### src/rtl/student_iis_pkg.sv
// student_iis_pkg: shared types and constants for the IIS codec responder.
package student_iis_pkg;
  typedef enum logic [1:0] {ALIGN, DELAY, DATA, PAD} rx_state_e;
  localparam int IIS_DELAY_BITS = 1;
  localparam int IIS_SYNC_STAGES = 2;
endpackage

### src/rtl/student_iis_sync_edge.sv
// student_iis_sync_edge: synchroniser with registered rise/fall strobes (pin edge -> strobe in 3 clk).
module student_iis_sync_edge
  import student_iis_pkg::*;
(
  input  logic clk_i,
  input  logic rst_i,
  input  logic d_i,
  output logic rise_o,
  output logic fall_o
);
  logic [IIS_SYNC_STAGES-1:0] sync_q;
  logic prev_q, rise_q, fall_q;
  always_ff @(posedge clk_i) begin
    if (rst_i) begin
      sync_q <= '0;
      prev_q <= 1'b0;
      rise_q <= 1'b0;
      fall_q <= 1'b0;
    end else begin
      sync_q <= {sync_q[IIS_SYNC_STAGES-2:0], d_i};
      prev_q <= sync_q[IIS_SYNC_STAGES-1];
      rise_q <= sync_q[IIS_SYNC_STAGES-1] && !prev_q;
      fall_q <= !sync_q[IIS_SYNC_STAGES-1] && prev_q;
    end
  end
  assign rise_o = rise_q;
  assign fall_o = fall_q;
endmodule

### src/rtl/student_iis_codec_responder.sv
// student_iis_codec_responder: IIS slave that deserialises DAC data and serialises held tx PCM.
module student_iis_codec_responder
  import student_iis_pkg::*;
#(
  parameter int DATA_WIDTH = 16,
  parameter int SLOT_BITS = 32
) (
  input  logic                  clk_i,
  input  logic                  rst_i,
  input  logic                  bclk_i,
  input  logic                  lrclk_i,
  input  logic                  sdata_i,
  output logic                  sdata_o,
  output logic [DATA_WIDTH-1:0] rx_left_o,
  output logic [DATA_WIDTH-1:0] rx_right_o,
  output logic                  rx_valid_o,
  output logic                  rx_frame_err_o,
  input  logic [DATA_WIDTH-1:0] tx_left_i,
  input  logic [DATA_WIDTH-1:0] tx_right_i,
  input  logic                  tx_valid_i,
  output logic                  tx_ready_o,
  output logic                  tx_underrun_o
);
  localparam int CW = $clog2(SLOT_BITS);
  logic bclk_rise, bclk_fall, lr_rise, lr_fall, lr_edge;
  logic [IIS_SYNC_STAGES-1:0] sd_q;
  rx_state_e state_q, state_d;
  logic [CW-1:0] cnt_q, cnt_d;
  logic ch_q, ch_d, lok_q, lok_d, valid_q, valid_d, err_q, err_d;
  logic [DATA_WIDTH-1:0] sh_q, sh_d, cap_q, cap_d, rxl_q, rxl_d, rxr_q, rxr_d, word;
  logic full_q, full_d, und_q, und_d;
  logic [DATA_WIDTH-1:0] hl_q, hl_d, hr_q, hr_d, al_q, al_d, ar_q, ar_d;
  logic [DATA_WIDTH:0] tsh_q, tsh_d;

  student_iis_sync_edge u_bclk (.clk_i(clk_i), .rst_i(rst_i), .d_i(bclk_i), .rise_o(bclk_rise), .fall_o(bclk_fall));
  student_iis_sync_edge u_lrclk (.clk_i(clk_i), .rst_i(rst_i), .d_i(lrclk_i), .rise_o(lr_rise), .fall_o(lr_fall));

  assign lr_edge = lr_rise || lr_fall;
  assign word = {sh_q[DATA_WIDTH-2:0], sd_q[IIS_SYNC_STAGES-1]};

  always_comb begin
    state_d = state_q;
    cnt_d = cnt_q;
    ch_d = ch_q;
    lok_d = lok_q;
    sh_d = sh_q;
    cap_d = cap_q;
    rxl_d = rxl_q;
    rxr_d = rxr_q;
    valid_d = 1'b0;
    err_d = 1'b0;
    full_d = full_q;
    hl_d = hl_q;
    hr_d = hr_q;
    al_d = al_q;
    ar_d = ar_q;
    und_d = 1'b0;
    tsh_d = bclk_fall ? tsh_q << 1 : tsh_q;
    if (lr_edge && (lr_fall || state_q != ALIGN)) begin
      state_d = DELAY;
      cnt_d = '0;
      ch_d = lr_rise;
      err_d = (state_q == DELAY) || (state_q == DATA);
      lok_d = lok_q && lr_rise;
    end else if (bclk_rise && state_q == DELAY) begin
      state_d = (cnt_q == CW'(IIS_DELAY_BITS - 1)) ? DATA : DELAY;
      cnt_d = (cnt_q == CW'(IIS_DELAY_BITS - 1)) ? '0 : cnt_q + 1'b1;
    end else if (bclk_rise && state_q == DATA) begin
      sh_d = word;
      cnt_d = cnt_q + 1'b1;
      if (cnt_q == CW'(DATA_WIDTH - 1)) begin
        state_d = PAD;
        if (!ch_q) begin
          cap_d = word;
          lok_d = 1'b1;
        end else if (lok_q) begin
          rxl_d = cap_q;
          rxr_d = word;
          valid_d = 1'b1;
        end
      end
    end
    // a frame whose left slot was lost never publishes, so lok gates the right-word load
    if (lr_fall) begin
      full_d = 1'b0;
      al_d = full_q ? hl_q : al_q;
      ar_d = full_q ? hr_q : ar_q;
      und_d = !full_q;
    end
    if (tx_valid_i && !full_q) begin
      full_d = 1'b1;
      hl_d = tx_left_i;
      hr_d = tx_right_i;
    end
    if (lr_edge) tsh_d = {1'b0, lr_rise ? ar_q : al_d};
  end

  always_ff @(posedge clk_i) begin
    if (rst_i) begin
      sd_q <= '0;
      state_q <= ALIGN;
      cnt_q <= '0;
      ch_q <= 1'b0;
      lok_q <= 1'b0;
      sh_q <= '0;
      cap_q <= '0;
      rxl_q <= '0;
      rxr_q <= '0;
      valid_q <= 1'b0;
      err_q <= 1'b0;
      full_q <= 1'b0;
      hl_q <= '0;
      hr_q <= '0;
      al_q <= '0;
      ar_q <= '0;
      und_q <= 1'b0;
      tsh_q <= '0;
    end else begin
      sd_q <= {sd_q[IIS_SYNC_STAGES-2:0], sdata_i};
      state_q <= state_d;
      cnt_q <= cnt_d;
      ch_q <= ch_d;
      lok_q <= lok_d;
      sh_q <= sh_d;
      cap_q <= cap_d;
      rxl_q <= rxl_d;
      rxr_q <= rxr_d;
      valid_q <= valid_d;
      err_q <= err_d;
      full_q <= full_d;
      hl_q <= hl_d;
      hr_q <= hr_d;
      al_q <= al_d;
      ar_q <= ar_d;
      und_q <= und_d;
      tsh_q <= tsh_d;
    end
  end

  assign sdata_o = (state_q != ALIGN) && tsh_q[DATA_WIDTH];
  assign rx_left_o = rxl_q;
  assign rx_right_o = rxr_q;
  assign rx_valid_o = valid_q;
  assign rx_frame_err_o = err_q;
  assign tx_ready_o = !full_q;
  assign tx_underrun_o = und_q;
endmodule
### config.mk
export PLATFORM = sky130hd
export DESIGN_NAME = student_iis_codec_responder
export DESIGN_NICKNAME = d
export VERILOG_FILES = /design/src/rtl/student_iis_pkg.sv /design/src/rtl/student_iis_sync_edge.sv /design/src/rtl/student_iis_codec_responder.sv
export SDC_FILE = /design/constraint.sdc
export NUM_CORES = 1
export LEC_CHECK = 0
export ABC_AREA = 0
export BUFFER_PORTS_ARGS = -buffer_cell sky130_fd_sc_hd__buf_2
export CORE_MARGIN = 10
export CORE_UTILIZATION = 30
export CTS_CLUSTER_SIZE = 24
export DETAILED_ROUTE_END_ITERATION = 16
export GPL_TIMING_DRIVEN = 0
export PLACE_DENSITY = 0.47
export RECOVER_POWER = 100
export SLEW_MARGIN = 20
export SYNTH_ARGS = -nofsm -noshare
export SYNTH_HDL_FRONTEND = slang
export SYNTH_SLANG_ARGS = --single-unit
### constraint.sdc
create_clock -name clk_i -period 4.8 [get_ports clk_i]
set_clock_uncertainty 0.15 [all_clocks]
set_input_delay 0.48 -clock clk_i [delete_from_list [all_inputs] [get_ports clk_i]]
set_output_delay 0.48 -clock clk_i [all_outputs]
set_load 0.05 [all_outputs]
# Word level (Yosys, flattened, before mapping)
# Cells that the tools add are included.
dict set report op_classes {
  n_eq_ne 5
  addsub 1
  magnitude_cmp 0
  div_mod_pow 0
  n_mux 21
  n_shift 0
  n_mul 0
  n_bitwise 6
  reduce_logical 40
}
# operator n
set ops {}
lappend ops {{16-bit 2-to-1 mux} 5}
lappend ops {{5-bit 2-to-1 mux} 3}
lappend ops {{2-bit nonzero test} 7}
lappend ops {{1-bit logical AND} 10}
lappend ops {{1-bit 2-to-1 mux} 9}
lappend ops {{2-bit 2-to-1 mux} 4}
lappend ops {{2-bit OR reduction} 4}
lappend ops {{1-bit NOT} 6}
lappend ops {{2-bit AND reduction} 3}
lappend ops {{6-bit AND reduction} 1}
lappend ops {{3-bit nonzero test} 2}
lappend ops {{6-bit OR reduction} 1}
lappend ops {{5-bit by 1-bit adder with 5-bit output, second input constant} 1}
lappend ops {{5-bit by 4-bit == test with 1-bit output, second input constant} 1}
lappend ops {{1-bit zero test} 5}
lappend ops {{5-bit zero test} 1}
lappend ops {{5-bit AND reduction} 1}
lappend ops {{4-bit AND reduction} 1}
lappend ops {{1-bit logical OR} 3}
lappend ops {{3-bit AND reduction} 1}
lappend ops {{2-bit by 1-bit == test with 1-bit output, second input constant} 1}
lappend ops {{2-bit == test, second input constant} 1}
lappend ops {{2-bit by 1-bit != test with 1-bit output, second input constant} 1}
lappend ops {{2-bit != test, second input constant} 1}
dict set report word_totals {
  ram_bits 0
  mem_count 0
  output_inout_bits 37
  register_bits 169
  elab_cells 101
  mem_bits_ro 0
  inputBits 38
  latch_bits 0
}

# Depth between registers and ports, before layout
# Gate-level depths: netlist of run 1.
dict set report depth {
  ltp_word 5
  mapped_depth 9
  mapped_depth_nobuf 7
}

# Hierarchy
# From an unflattened synthesis of run 1, not the netlist that was laid out.
dict set report hier_totals {
  hier_cells 808
  hier_area_um2 7154.4
}
# mod cells_per_inst instances seq_area_each_um2 area_per_inst_um2
set modules_own_cells {}
lappend modules_own_cells {student_iis_codec_responder 788 1 3183.1 6886.6}
lappend modules_own_cells {student_iis_sync_edge 10 2 100.1 133.9}

# Least setup slack after synthesis of run 1
# OpenSTA, ideal clock, no wires.
dict set report synth_path {
  kind {reg2reg}
  from {register cnt_q[0]}
  to {register rxl_q[0] (netlist: rx_left_o[0])}
  stages_incl_launch_ff 10
  slack_ns 2.662
  t_required_ns 4.518
  path_buffers 2
  arrival_ns 1.855
  setup_time_ns 0.132
  period_less_slack_ns 2.138
  cell_sequence {dfxtp_1 ha_1 and3_1 ha_1 nand4b_1 or4_4 buf_6 buf_6 nand2_1 a21oi_1}
}
dict set report synth_between {
  elab_chain_cells 2
}
# item line_no
set synth_lines {}
lappend synth_lines {{from (decl)} student_iis_codec_responder.sv:28} ;# logic [CW-1:0] cnt_q, cnt_d;
lappend synth_lines {{from (signal assigned)} student_iis_codec_responder.sv:121} ;# cnt_q <= cnt_d;
lappend synth_lines {{5-bit by 4-bit == test with 1-bit output} student_iis_codec_responder.sv:71} ;# if (cnt_q == CW'(DATA_WIDTH - 1)) begin
lappend synth_lines {{6-bit AND reduction (no line)} -}
lappend synth_lines {{to (signal assigned)} student_iis_codec_responder.sv:126} ;# rxl_q <= rxl_d;
lappend synth_lines {{to (decl)} student_iis_codec_responder.sv:30} ;# logic [DATA_WIDTH-1:0] sh_q, sh_d, cap_q, cap_d, rxl_q, rxl_d, rxr_q, rxr_d, word;
# No other way between the ends.
# A chain may end at the register's enable or synchronous reset.

# Final worst setup path of run 1
dict set report layout_path {
  from {register cnt_q[0]}
  to {register cap_q[9]}
}
dict set report layout_between {
  elab_chain_cells 2
}
# item line_no
set layout_lines {}
lappend layout_lines {{5-bit by 4-bit == test with 1-bit output} student_iis_codec_responder.sv:71}
lappend layout_lines {{5-bit AND reduction (no line)} -}
lappend layout_lines {{to (signal assigned)} student_iis_codec_responder.sv:125} ;# cap_q <= cap_d;
lappend layout_lines {{to (decl)} student_iis_codec_responder.sv:30}
# No other way between the ends.

==> metrics.csv, run 1 <==
stage;metric;value;unit
synthesis;yosys.area.top_type;dfxtp_1;
synthesis;async_flop_share;0;
synthesis;synth_top_family_by_area;simple AND/OR/NAND/NOR gates;
setup_path;cp_max_fo;10;
pwr;p_clk_frac;0.486;
global_routing;antenna_found_initial;0;
synthesis;synth_seq_area_share;0.524;
synthesis;ys.flop_type;dfxtp_1;
timing;finalSetupViolCount;0;
layout;nNetsFinal;890;
setup_path;slowest_delay;0.61;ns
route;vias_per_cell;4.57;
clock_network;cts_sinks;169;
layout;diodes;0;
clock_network;cts_max_level;4;
placed_design;dp_hpwl;12.2;mm
setup_path;cp-start-kind;flip-flop;
global_routing;grtUsageMet3;0.0348;
clock_network;numCtsBuffers;17;
clock_network;cts-root-buf;clkbuf_16;
timing;hold_viol;0;
layout;drive_gt1_frac;0.0885;
timing;fin_hold_ws;0.110;ns
die;start_util;0.306;
global_routing;grt.busiest_layer;met2;
setup_path;cp.required;4.94;ns
global_routing;globalRouteOverflowTotal;0;
pwr;powerDensity;400;nW/um^2
route;wl_per_cell;14.9;um
clock_network;hold_buffers;0;
clock_network;clock_latency;0.42;ns
global_routing;grt_max_degree;17;
synthesis;ys_top_cells_by_area;dfxtp_1, nand2_1, a21oi_1;
placed_design;io_buffers;74;
timing;finalCriticalPeriod;3.08;ns
setup_path;worst-path-buf-inv;2;
setup_path;arrival;3.23;ns
die;core_area;21100;sq um
synthesis;synth-edff-count;0;
route;routed_wl;16.9;mm
clock_network;ctsLongestPathBuffers;2;
synthesis;muxShareOfSynthArea;0.0745;
setup_path;crit_family;buffers and inverters;
synthesis;synthAdderAreaFrac;0.0116;
pwr;p_leak;2.64;nW
pwr;netSwitchingFraction;0.231;
timing;max-slew-margin-rel;0.319;
synthesis;synth_top_area_frac;0.524;
synthesis;synth-simple-area-share;0.220;
timing;rsz0062_at_grt;false;
die;die_w;167;um
synthesis;syn_avg_cell_area;8.57;sq um
synthesis;synth_nets;797;
pwr;p_sw;0.713;mW
pwr;p_comb_frac;0.045;
hold_path;hp-class;in2reg;
global_routing;use_met2;0.196;
pwr;p_seq_frac;0.469;
synthesis;ys_types;36;
synthesis;synth_compound_area_frac;0.119;
route;drc_errors;0;
die;fp.dieH;167;um
die;io_pins;75;
synthesis;synth_most_common_cell;nand2_1;
route;drtPass1Iterations;4;
timing;final_max_slew_viol_count;0;
route;drt_iter0_drc;271;
timing;finalCritPeriodShare;0.642;
synthesis;synth_seq_cells;169;
pwr;ir_drop;0.226;mV
layout;syn2layout_area_growth;19.6;%
route;ant_nets;0;
clock_network;clk_pin_slew_worst_paths;0.07;ns
synthesis;yosysWarnings;0;
setup_path;critical_path_class;reg2reg;
run_status;status;finished clean;
clock_network;cts_resized;0;
global_routing;grtUsageMet1;0.154;
pwr;power.internal;2.38;mW
clock_network;cts_tree;done;
placed_design;place.gp.congestion;0.784;
timing;tightest_slew;1.01;ns
die;die_area;27800;sq um
setup_path;cp_slowest_cell;clkbuf_1;
synthesis;synthXorXnorAreaFrac;0.00271;
clock_network;post-cts-setup-buffers;0;
timing;max_freq;324;MHz
route;vias;5184;
synthesis;synth_area;6450;sq um
synthesis;synth_cells;753;
die;std_cell_rows;53;
global_routing;grt_use_total;0.121;
setup_path;crit_path_end_kind;flip-flop;
timing;fin_tns_setup;0;ns
synthesis;synth_commonest_cells;nand2_1, dfxtp_1, a21oi_1, nor2_1, mux2i_1;
job;maxCapViolations;0;
setup_path;worstPathCellList;ha_1 > and3_1 > ha_1 > nand4b_1 > nor4_1 > clkbuf_1 > clkbuf_1 > mux2i_1 > nor2_1;
global_routing;grt_pass1_vias;5170;
layout;n_fill_cell;2290;
global_routing;grt_pass1_wl;27.5;mm
==> power by group through the flow <==
| stage | Clock [mW] | Combinational (mW) | Sequential [mW] |
|---|---|---|---|
| 2_1_floorplan | 0 | 0.0916 | 1.47 |
| 3_3_place_gp | 0 | 0.142 | 1.48 |
| 3_5_place_dp | 0 | 0.143 | 1.48 |
| 4_1_cts | 1.54 | 0.143 | 1.45 |
| 5_1_grt | 1.60 | 0.159 | 1.45 |
| 6_report | 1.50 | 0.139 | 1.45 |
==> metrics by stage <==
step / cell area (sq um) / util / instances / power, mW / setup WS (ns)
6_report: 7720 / 0.366 / 1134 / 3.09 / 1.72
5_1_grt: 7720 / 0.366 / 1134 / 3.21 / 1.48
4_1_cts: 7810 / 0.371 / 1134 / 3.13 / 2.28
3_5_place_dp: 7170 / 0.340 / 1102 / 1.62 / 2.29
3_3_place_gp: 7170 / 0.340 / 1102 / 1.62 / 2.31
2_1_floorplan: 6450 / - / 753 / 1.57 / 2.66
==> worst paths after layout <==
kind,startpoint,end,slack [ns],depth (start not counted)
max,cnt_q[0],cap_q[9],1.72,9
min,bclk_i,u_bclk.sync_q[0],0.11,2
max reg2reg,cnt_q[0],cap_q[9],1.72,9
min reg2reg,u_lrclk.prev_q,u_lrclk.rise_o,0.26,1
==> registers in the layout, summed over array words and instances (netlist names), 2 cells and up <==
signal,cells
cap_q,16
sd_q,2
u_bclk.sync_q,2
hr_q,16
rx_right_o,16
ar_q,16
hl_q,16
sh_q,15
u_lrclk.sync_q,2
rx_left_o,16
al_q,16
cnt_q,5
state_q,2
tsh_q,17
==> placed cells by master, fill, tap and decap left out, drive strengths merged, types with 6 or more instances in the layout <==
master,netlist,routed
a21oi,118,118
inv,8,14
nor3,17,17
buf,15,42
a211oi,15,15
nor2,51,51
nor2b,14,14
ha,6,6
clkbuf,42,107
nor3b,19,19
mux2i,48,48
nand2,200,200
dfxtp,169,169
==> kinds of logic (layout without fill, tap and decap cells) <==
logic type	Yosys count	after routing
multiplexers	48	48
XOR/XNOR	2	2
flip-flops	169	169
AND/OR/NAND/NOR	321	321
buffers and inverters	65	171
adder cells (fa/ha/maj)	6	6
AO/OA/AOI/OAI	142	142
==> area by class of cell <==
type	count	area [sq um]	share of cell area
repair buffers	74	323	0.0418
flip-flops and latches	169	3380	0.438
inverters	8	30.0	0.00389
plain buffers	57	253	0.0327
multi-input cells	519	2740	0.355
well taps	275	344	0.0446
clock buffers	18	439	0.0569
clock inverters	14	208	0.0269
==> layer usage <==
| metal | vias up | wire, um |
|---|---|---|
| met5 | - | 0 |
| met4 | 0 | 141 |
| met3 | 13 | 696 |
| met2 | 82 | 7830 |
| met1 | 2392 | 8210 |
| li1 | 2697 | - |
Note: power is estimated with default switching activity, not from simulation.
==> run 2, diff against run 1 <==
--- a/config.mk
+++ b/config.mk
@@ -12,7 +12,7 @@
 export CTS_CLUSTER_SIZE = 24
 export DETAILED_ROUTE_END_ITERATION = 16
 export GPL_TIMING_DRIVEN = 0
-export PLACE_DENSITY = 0.47
+export PLACE_DENSITY = 0.48
 export RECOVER_POWER = 100
 export SLEW_MARGIN = 20
 export SYNTH_ARGS = -nofsm -noshare
==> constraint.sdc (replaced) <==
create_clock -name clk_i -period 2.7 [get_ports clk_i]
set_clock_uncertainty 0.15 [all_clocks]
set_input_delay 0.27 -clock clk_i [delete_from_list [all_inputs] [get_ports clk_i]]
set_output_delay 0.27 -clock clk_i [all_outputs]
set_load 0.05 [all_outputs]
==> run 2 against run 1 <==
  * First-iteration DRC count decreased by 18%
  * Power increased by 71%
  * Combinational power increased by 110%
  * Non-clock buffer count increased by 36
  * Via count increased by 1.9%
  * Worst hold slack improved by 0.063 ns
  * Global-route usage increased by 0.38 points
==> metrics.csv, run 2 (synthesis gave the netlist of run 1 again) <==
stage;metric;value;unit;change
run_status;status;finished clean;;unchanged
setup_path;critical_path_class;reg2reg;;unchanged
die;io_pins;75;;unchanged
route;routed_wl;17.1;mm;was 16.9 mm
timing;fin_tns_setup;0;ns;unchanged
hold_path;hp-class;in2reg;;unchanged
placed_design;dp_hpwl;12.1;mm;was 12.2 mm
setup_path;arrival;2.61;ns;was 3.23 ns
timing;finalCritPeriodShare;0.914;;was 0.642
clock_network;numCtsBuffers;17;;unchanged
global_routing;globalRouteOverflowTotal;0;;unchanged
route;vias;5285;;was 5184
timing;final_max_slew_viol_count;0;;unchanged
clock_network;ctsLongestPathBuffers;2;;unchanged
timing;finalSetupViolCount;0;;unchanged
clock_network;cts-root-buf;clkbuf_16;;unchanged
global_routing;grt_use_total;0.125;;was 0.121
clock_network;post-cts-setup-buffers;0;;unchanged
layout;syn2layout_area_growth;24.8;%;was 19.6%
layout;final_cell_mix;nand2_1, dfxtp_1, a21oi_1;;unchanged
pwr;ir_drop;0.361;mV;was 0.226 mV
pwr;powerDensity;656;nW/um^2;was 400 nW/um^2
setup_path;crit_path_end_kind;flip-flop;;unchanged
placed_design;io_buffers;74;;unchanged
timing;rsz0062_at_grt;false;;unchanged
setup_path;cp_max_fo;10;;unchanged
setup_path;slowest_delay;0.38;ns;was 0.61 ns
pwr;p_leak;2.79;nW;was 2.64 nW
layout;register_area;3380;sq um;unchanged
layout;final_common_cell;nand2_1;;unchanged
job;maxCapViolations;0;;unchanged
route;wl_per_cell;14.6;um;was 14.9 um
die;start_util;0.306;;unchanged
clock_network;clock_latency;0.43;ns;was 0.42 ns
route;wl_met1;8.30;mm;was 8.21 mm
clock_network;clk_pin_slew_worst_paths;0.07;ns;about the same
route;drtPass1Iterations;4;;unchanged
layout;largest-register;tsh_q;;unchanged
timing;finalCriticalPeriod;2.47;ns;was 3.08 ns
global_routing;grt_pass1_wl;28.5;mm;was 27.5 mm
layout;diodes;0;;unchanged
layout;n_fill_cell;2255;;was 2290
layout;drive_gt1_frac;0.0950;;was 0.0885
clock_network;cts_max_level;4;;unchanged
route;drt_iter0_drc;221;;was 271
route;ant_nets;0;;unchanged
route;wl_met3;671;um;was 696 um
layout;fin_area;8050;sq um;was 7720 sq um
global_routing;grt_max_degree;17;;unchanged
clock_network;cts_sinks;169;;unchanged
setup_path;cp.required;2.84;ns;was 4.94 ns
die;fp.dieH;167;um;unchanged
route;wl_met2;7.95;mm;was 7.83 mm
global_routing;grt_pass1_vias;5372;;was 5170
setup_path;worstPathCellList;ha_1 > and3_1 > ha_1 > nand4b_1 > nor4_1 > buf_4 > clkbuf_4 > mux2i_1 > nor2_1;;was ha_1 > and3_1 > ha_1 > nand4b_1 > nor4_1 > clkbuf_1 > clkbuf_1 > mux2i_1 > nor2_1
timing;tightest_slew;0.730;ns;was 1.01 ns
layout;multi_input_area;2750;sq um;was 2740 sq um
route;drc_errors;0;;unchanged
layout;utilization;0.382;;was 0.366
die;die_area;27800;sq um;unchanged
route;vias_per_cell;4.52;;was 4.57
setup_path;crit_path_frequent_cell;ha_1;;
route;maxUsedRoutingLayer;met4;;unchanged
die;die_w;167;um;unchanged
layout;nNetsFinal;926;;was 890
pwr;p_total;5.28;mW;was 3.09 mW
die;core_area;21100;sq um;unchanged
timing;max_freq;405;MHz;was 324 MHz
timing;fin_hold_ws;0.173;ns;was 0.110 ns
setup_path;cp-start-kind;flip-flop;;unchanged
clock_network;cts_tree;done;;unchanged
setup_path;cp_slowest_cell;dfxtp_1;;was clkbuf_1
die;std_cell_rows;53;;unchanged
placed_design;dpl_cell_area;7170;sq um;unchanged
layout;largest_reg_flops;17;;unchanged
placed_design;place.gp.congestion;0.767;;was 0.784
global_routing;antenna_found_initial;0;;unchanged
timing;max-slew-margin-rel;0.514;;was 0.319
timing;hold_viol;0;;unchanged
==> run 2: cell types whose count changed in the layout (fill, tap and decap cells not counted), moves of 2 or more <==
cell and change:
bufinv_16 -3, dlygate4sd3_1 +36, clkbuf_1 -8, buf_2 +3
buf_4 +2
==> run 2: worst paths after layout <==
kind,start,to,slack (ns),cells past startpoint
max reg2reg,cnt_q[1],cap_q[9],0.23,9
min,tx_valid_i,hl_q[12],0.17,4
max,cnt_q[1],cap_q[9],0.23,9
min reg2reg,u_lrclk.prev_q,u_lrclk.rise_o,0.25,1
==> run 2: per-stage QoR <==
| stage | std cells | setup WS, ns |
|---|---|---|
| global placement | 1102 | 0.203 |
| finish | 1170 | 0.232 |
| global route | 1170 | 0.0115 |
| detailed placement | 1102 | 0.237 |
| CTS | 1170 | 0.203 |
| floorplan | 753 | 0.562 |
==> run 2: area by class of cell <==
class | instances | share of cell area
Multi-Input combinational cell | 519 | 0.342
Timing Repair Buffer | 110 | 0.0850
Sequential cell | 169 | 0.420
Clock inverter | 13 | 0.0162
Inverter | 8 | 0.00373
Tap cell | 275 | 0.0427
Buffer | 57 | 0.0342
Clock buffer | 19 | 0.0562
==> run 2: metal layers <==
| metal | track usage | vias to the layer above |
|---|---|---|
| met1 | 0.156 | 2424 |
| met3 | 0.0346 | 15 |
| met2 | 0.205 | 82 |
| met5 | 0 | - |
| met4 | 0.0344 | 0 |
| li1 | - | 2764 |
==> run 2: power by group <==
group          internal (mW)  leakage, nW  switching (mW)
clock                   1.34        0.280            1.08
sequential              2.54         1.37          0.0318
combinational          0.121         1.14           0.167
==> run 2: repair_timing <==
action / in CTS / in global routing
hold buffers: 36 / 0
resized for setup: 0 / 0
endpoints found under the hold margin: 37 / 0
==> run 2: worst max-delay path, delay by kind of cell (launching register included) <==
family,cells,cell delay (ns)
adder cells (fa/ha/maj),2,0.37
buffers and inverters,2,0.52
flip-flops,1,0.38
multiplexers,1,0.20
AND/OR/NAND/NOR,4,0.69
==> run 3, diff against run 2 <==
--- a/config.mk
+++ b/config.mk
@@ -7,6 +7,7 @@
 export LEC_CHECK = 0
 export ABC_AREA = 0
 export BUFFER_PORTS_ARGS = -buffer_cell sky130_fd_sc_hd__buf_2
+export CORE_ASPECT_RATIO = 1.75
 export CORE_MARGIN = 10
 export CORE_UTILIZATION = 30
 export CTS_CLUSTER_SIZE = 24
==> run 3 against run 2 <==
  * Register-to-register slack got worse by 0.02 ns
  * Non-clock buffer count did not move
  * Die area rose by 0.83%
  * Critical endpoint is now rx_left_o[9]
  * Highest routed layer unchanged
==> metrics.csv, run 3 (synthesis gave the netlist of run 1 again) <==
stage;metric;value;unit;change
run_status;status;finished clean;;unchanged
die;std_cell_rows;71;;was 53
layout;diodes;0;;unchanged
die;io_pins;75;;unchanged
route;wl_per_cell;15.4;um;was 14.6 um
job;maxCapViolations;0;;unchanged
timing;fin_tns_setup;0;ns;unchanged
clock_network;cts_tree;done;;unchanged
timing;max_freq;401;MHz;was 405 MHz
route;drc_errors;0;;unchanged
route;drtPass1Iterations;4;;unchanged
layout;drive_gt1_frac;0.0950;;unchanged
placed_design;dp_hpwl;13.2;mm;was 12.1 mm
hold_path;hold_depth;4;;unchanged
clock_network;numCtsBuffers;17;;unchanged
hold_path;holdCritStartpoint;tx_valid_i;;unchanged
route;vias;5303;;was 5285
layout;utilization;0.379;;was 0.382
timing;rsz0062_at_grt;false;;unchanged
hold_path;holdPathEnd;hl_q[14];;was hl_q[12]
timing;hold_viol;0;;unchanged
route;ant_nets;0;;unchanged
clock_network;ctsLongestPathBuffers;2;;unchanged
clock_network;cts_sinks;169;;unchanged
layout;final_cell_mix;nand2_1, dfxtp_1, a21oi_1;;unchanged
timing;finalCriticalPeriod;2.49;ns;was 2.47 ns
setup_path;crit_path_end_kind;flip-flop;;unchanged
setup_path;critical_path_class;reg2reg;;unchanged
setup_path;crit_path_frequent_cell;ha_1;;unchanged
timing;tightest_slew;0.695;ns;was 0.730 ns
pwr;p_leak;2.80;nW;was 2.79 nW
pwr;powerDensity;673;nW/um^2;was 656 nW/um^2
route;routed_wl;17.7;mm;was 17.1 mm
timing;final_max_slew_viol_count;0;;unchanged
setup_path;cp_slowest_cell;or4_1;;was dfxtp_1
global_routing;grt_pass1_wl;28.5;mm;about the same
layout;largest_reg_flops;17;;unchanged
setup_path;cp.required;2.84;ns;about the same
setup_path;reg2reg_to;rx_left_o[9];;was cap_q[9]
clock_network;cts-root-buf;clkbuf_16;;unchanged
timing;finalCritPeriodShare;0.923;;was 0.914
setup_path;arrival;2.63;ns;was 2.61 ns
timing;finalSetupViolCount;0;;unchanged
clock_network;clock_latency;0.43;ns;about the same
pwr;ir_drop;0.350;mV;was 0.361 mV
global_routing;antenna_found_initial;0;;unchanged
layout;largest-register;tsh_q;;unchanged
global_routing;globalRouteOverflowTotal;0;;unchanged
setup_path;cp-start-kind;flip-flop;;unchanged
setup_path;worstPathCellList;ha_1 > and3_1 > ha_1 > nand4b_1 > or4_1 > clkbuf_2 > buf_6 > nand2_1 > a21oi_1;;was ha_1 > and3_1 > ha_1 > nand4b_1 > nor4_1 > buf_4 > clkbuf_4 > mux2i_1 > nor2_1
die;die_w;131;um;was 167 um
die;fp.dieH;214;um;was 167 um
global_routing;grt_pass1_vias;5430;;was 5372
route;drt_iter0_drc;210;;was 221
clock_network;cts_max_level;4;;unchanged
placed_design;place.gp.congestion;0.798;;was 0.767
setup_path;slowest_delay;0.53;ns;was 0.38 ns
setup_path;r2r-start;cnt_q[1];;unchanged
setup_path;r2r_cells;9;;unchanged
layout;syn2layout_area_growth;25.2;%;was 24.8%
hold_path;hp-class;in2reg;;unchanged
layout;final_common_cell;nand2_1;;unchanged
layout;nNetsFinal;926;;unchanged
global_routing;grt_use_total;0.130;;was 0.125
placed_design;io_buffers;74;;unchanged
setup_path;r2r_slack;0.21;ns;was 0.23 ns
timing;max-slew-margin-rel;0.536;;was 0.514
die;die_area;28000;sq um;was 27800 sq um
setup_path;cp_max_fo;10;;unchanged
global_routing;grt_max_degree;17;;unchanged
die;core_area;21300;sq um;was 21100 sq um
route;vias_per_cell;4.61;;was 4.52
die;start_util;0.303;;was 0.306
clock_network;clk_pin_slew_worst_paths;0.07;ns;about the same
pwr;p_total;5.43;mW;was 5.28 mW
run 3: layout make-up:
class                      count  area, sq um
buffer                        57          273
clock buffer                  18          439
clock inverter                14          189
fill                        2325        13200
inverter                       8         30.0
multi-input combinational    519         2760
sequential                   169         3380
tap                          255          319
timing repair buffer         110          684
run 3: what timing repair did:
| action | CTS | global route |
|---|---|---|
| setup endpoints to repair | 0 | 23 |
| setup buffers | 0 | 0 |
| hold endpoints to repair | 37 | 0 |
| hold buffers | 36 | 0 |
| resized for setup | 0 | 1 |
run 3: metal layers:
| layer | GRT usage | routed length [um] | part of all wire |
|---|---|---|---|
| met2 | 0.250 | 9970 | 0.56 |
| met5 | 0 | 0 | 0 |
| met1 | 0.128 | 6850 | 0.39 |
| met3 | 0.0270 | 531 | 0.030 |
| met4 | 0.0510 | 321 | 0.018 |
run 3: worst max-delay path, delay by kind of cell, from the launching register on:
kind | cells | cell delay, ns
simple gates | 4 | 1.01
fa+ha+maj | 2 | 0.39
compound gates | 1 | 0.06
buf+inv | 2 | 0.38
flops | 1 | 0.38
run 3: metrics by stage:
step	instances	hold WS, ns	worst slack (ns)	area (sq um)
final	1150	0.218	0.209	8080
after global routing	1150	0.217	0.0235	8080
after CTS	1150	0.206	0.122	8130
after detailed placement	1082	0.254	0.143	7140
after global placement	1082	0.240	0.158	7140
after floorplan	753	0.199	0.562	6450
run 3: how the worst max path moves through the flow:
stage,end,cells after the start,slack [ns],startpoint
2_1_floorplan,rx_left_o[0],9,0.56,cnt_q[0]
3_3_place_gp,rx_left_o[12],8,0.16,cnt_q[0]
3_5_place_dp,rx_left_o[12],8,0.14,cnt_q[0]
4_1_cts,rx_left_o[12],8,0.12,cnt_q[1]
5_1_grt,rx_left_o[14],9,0.02,cnt_q[0]
6_report,rx_left_o[9],9,0.21,cnt_q[1]
run 3: report_power, final:
group / switching [mW] / internal [mW] / total, mW
sequential: 0.0312 / 2.54 / 2.57
clock: 1.07 / 1.50 / 2.57
combinational: 0.168 / 0.121 / 0.289
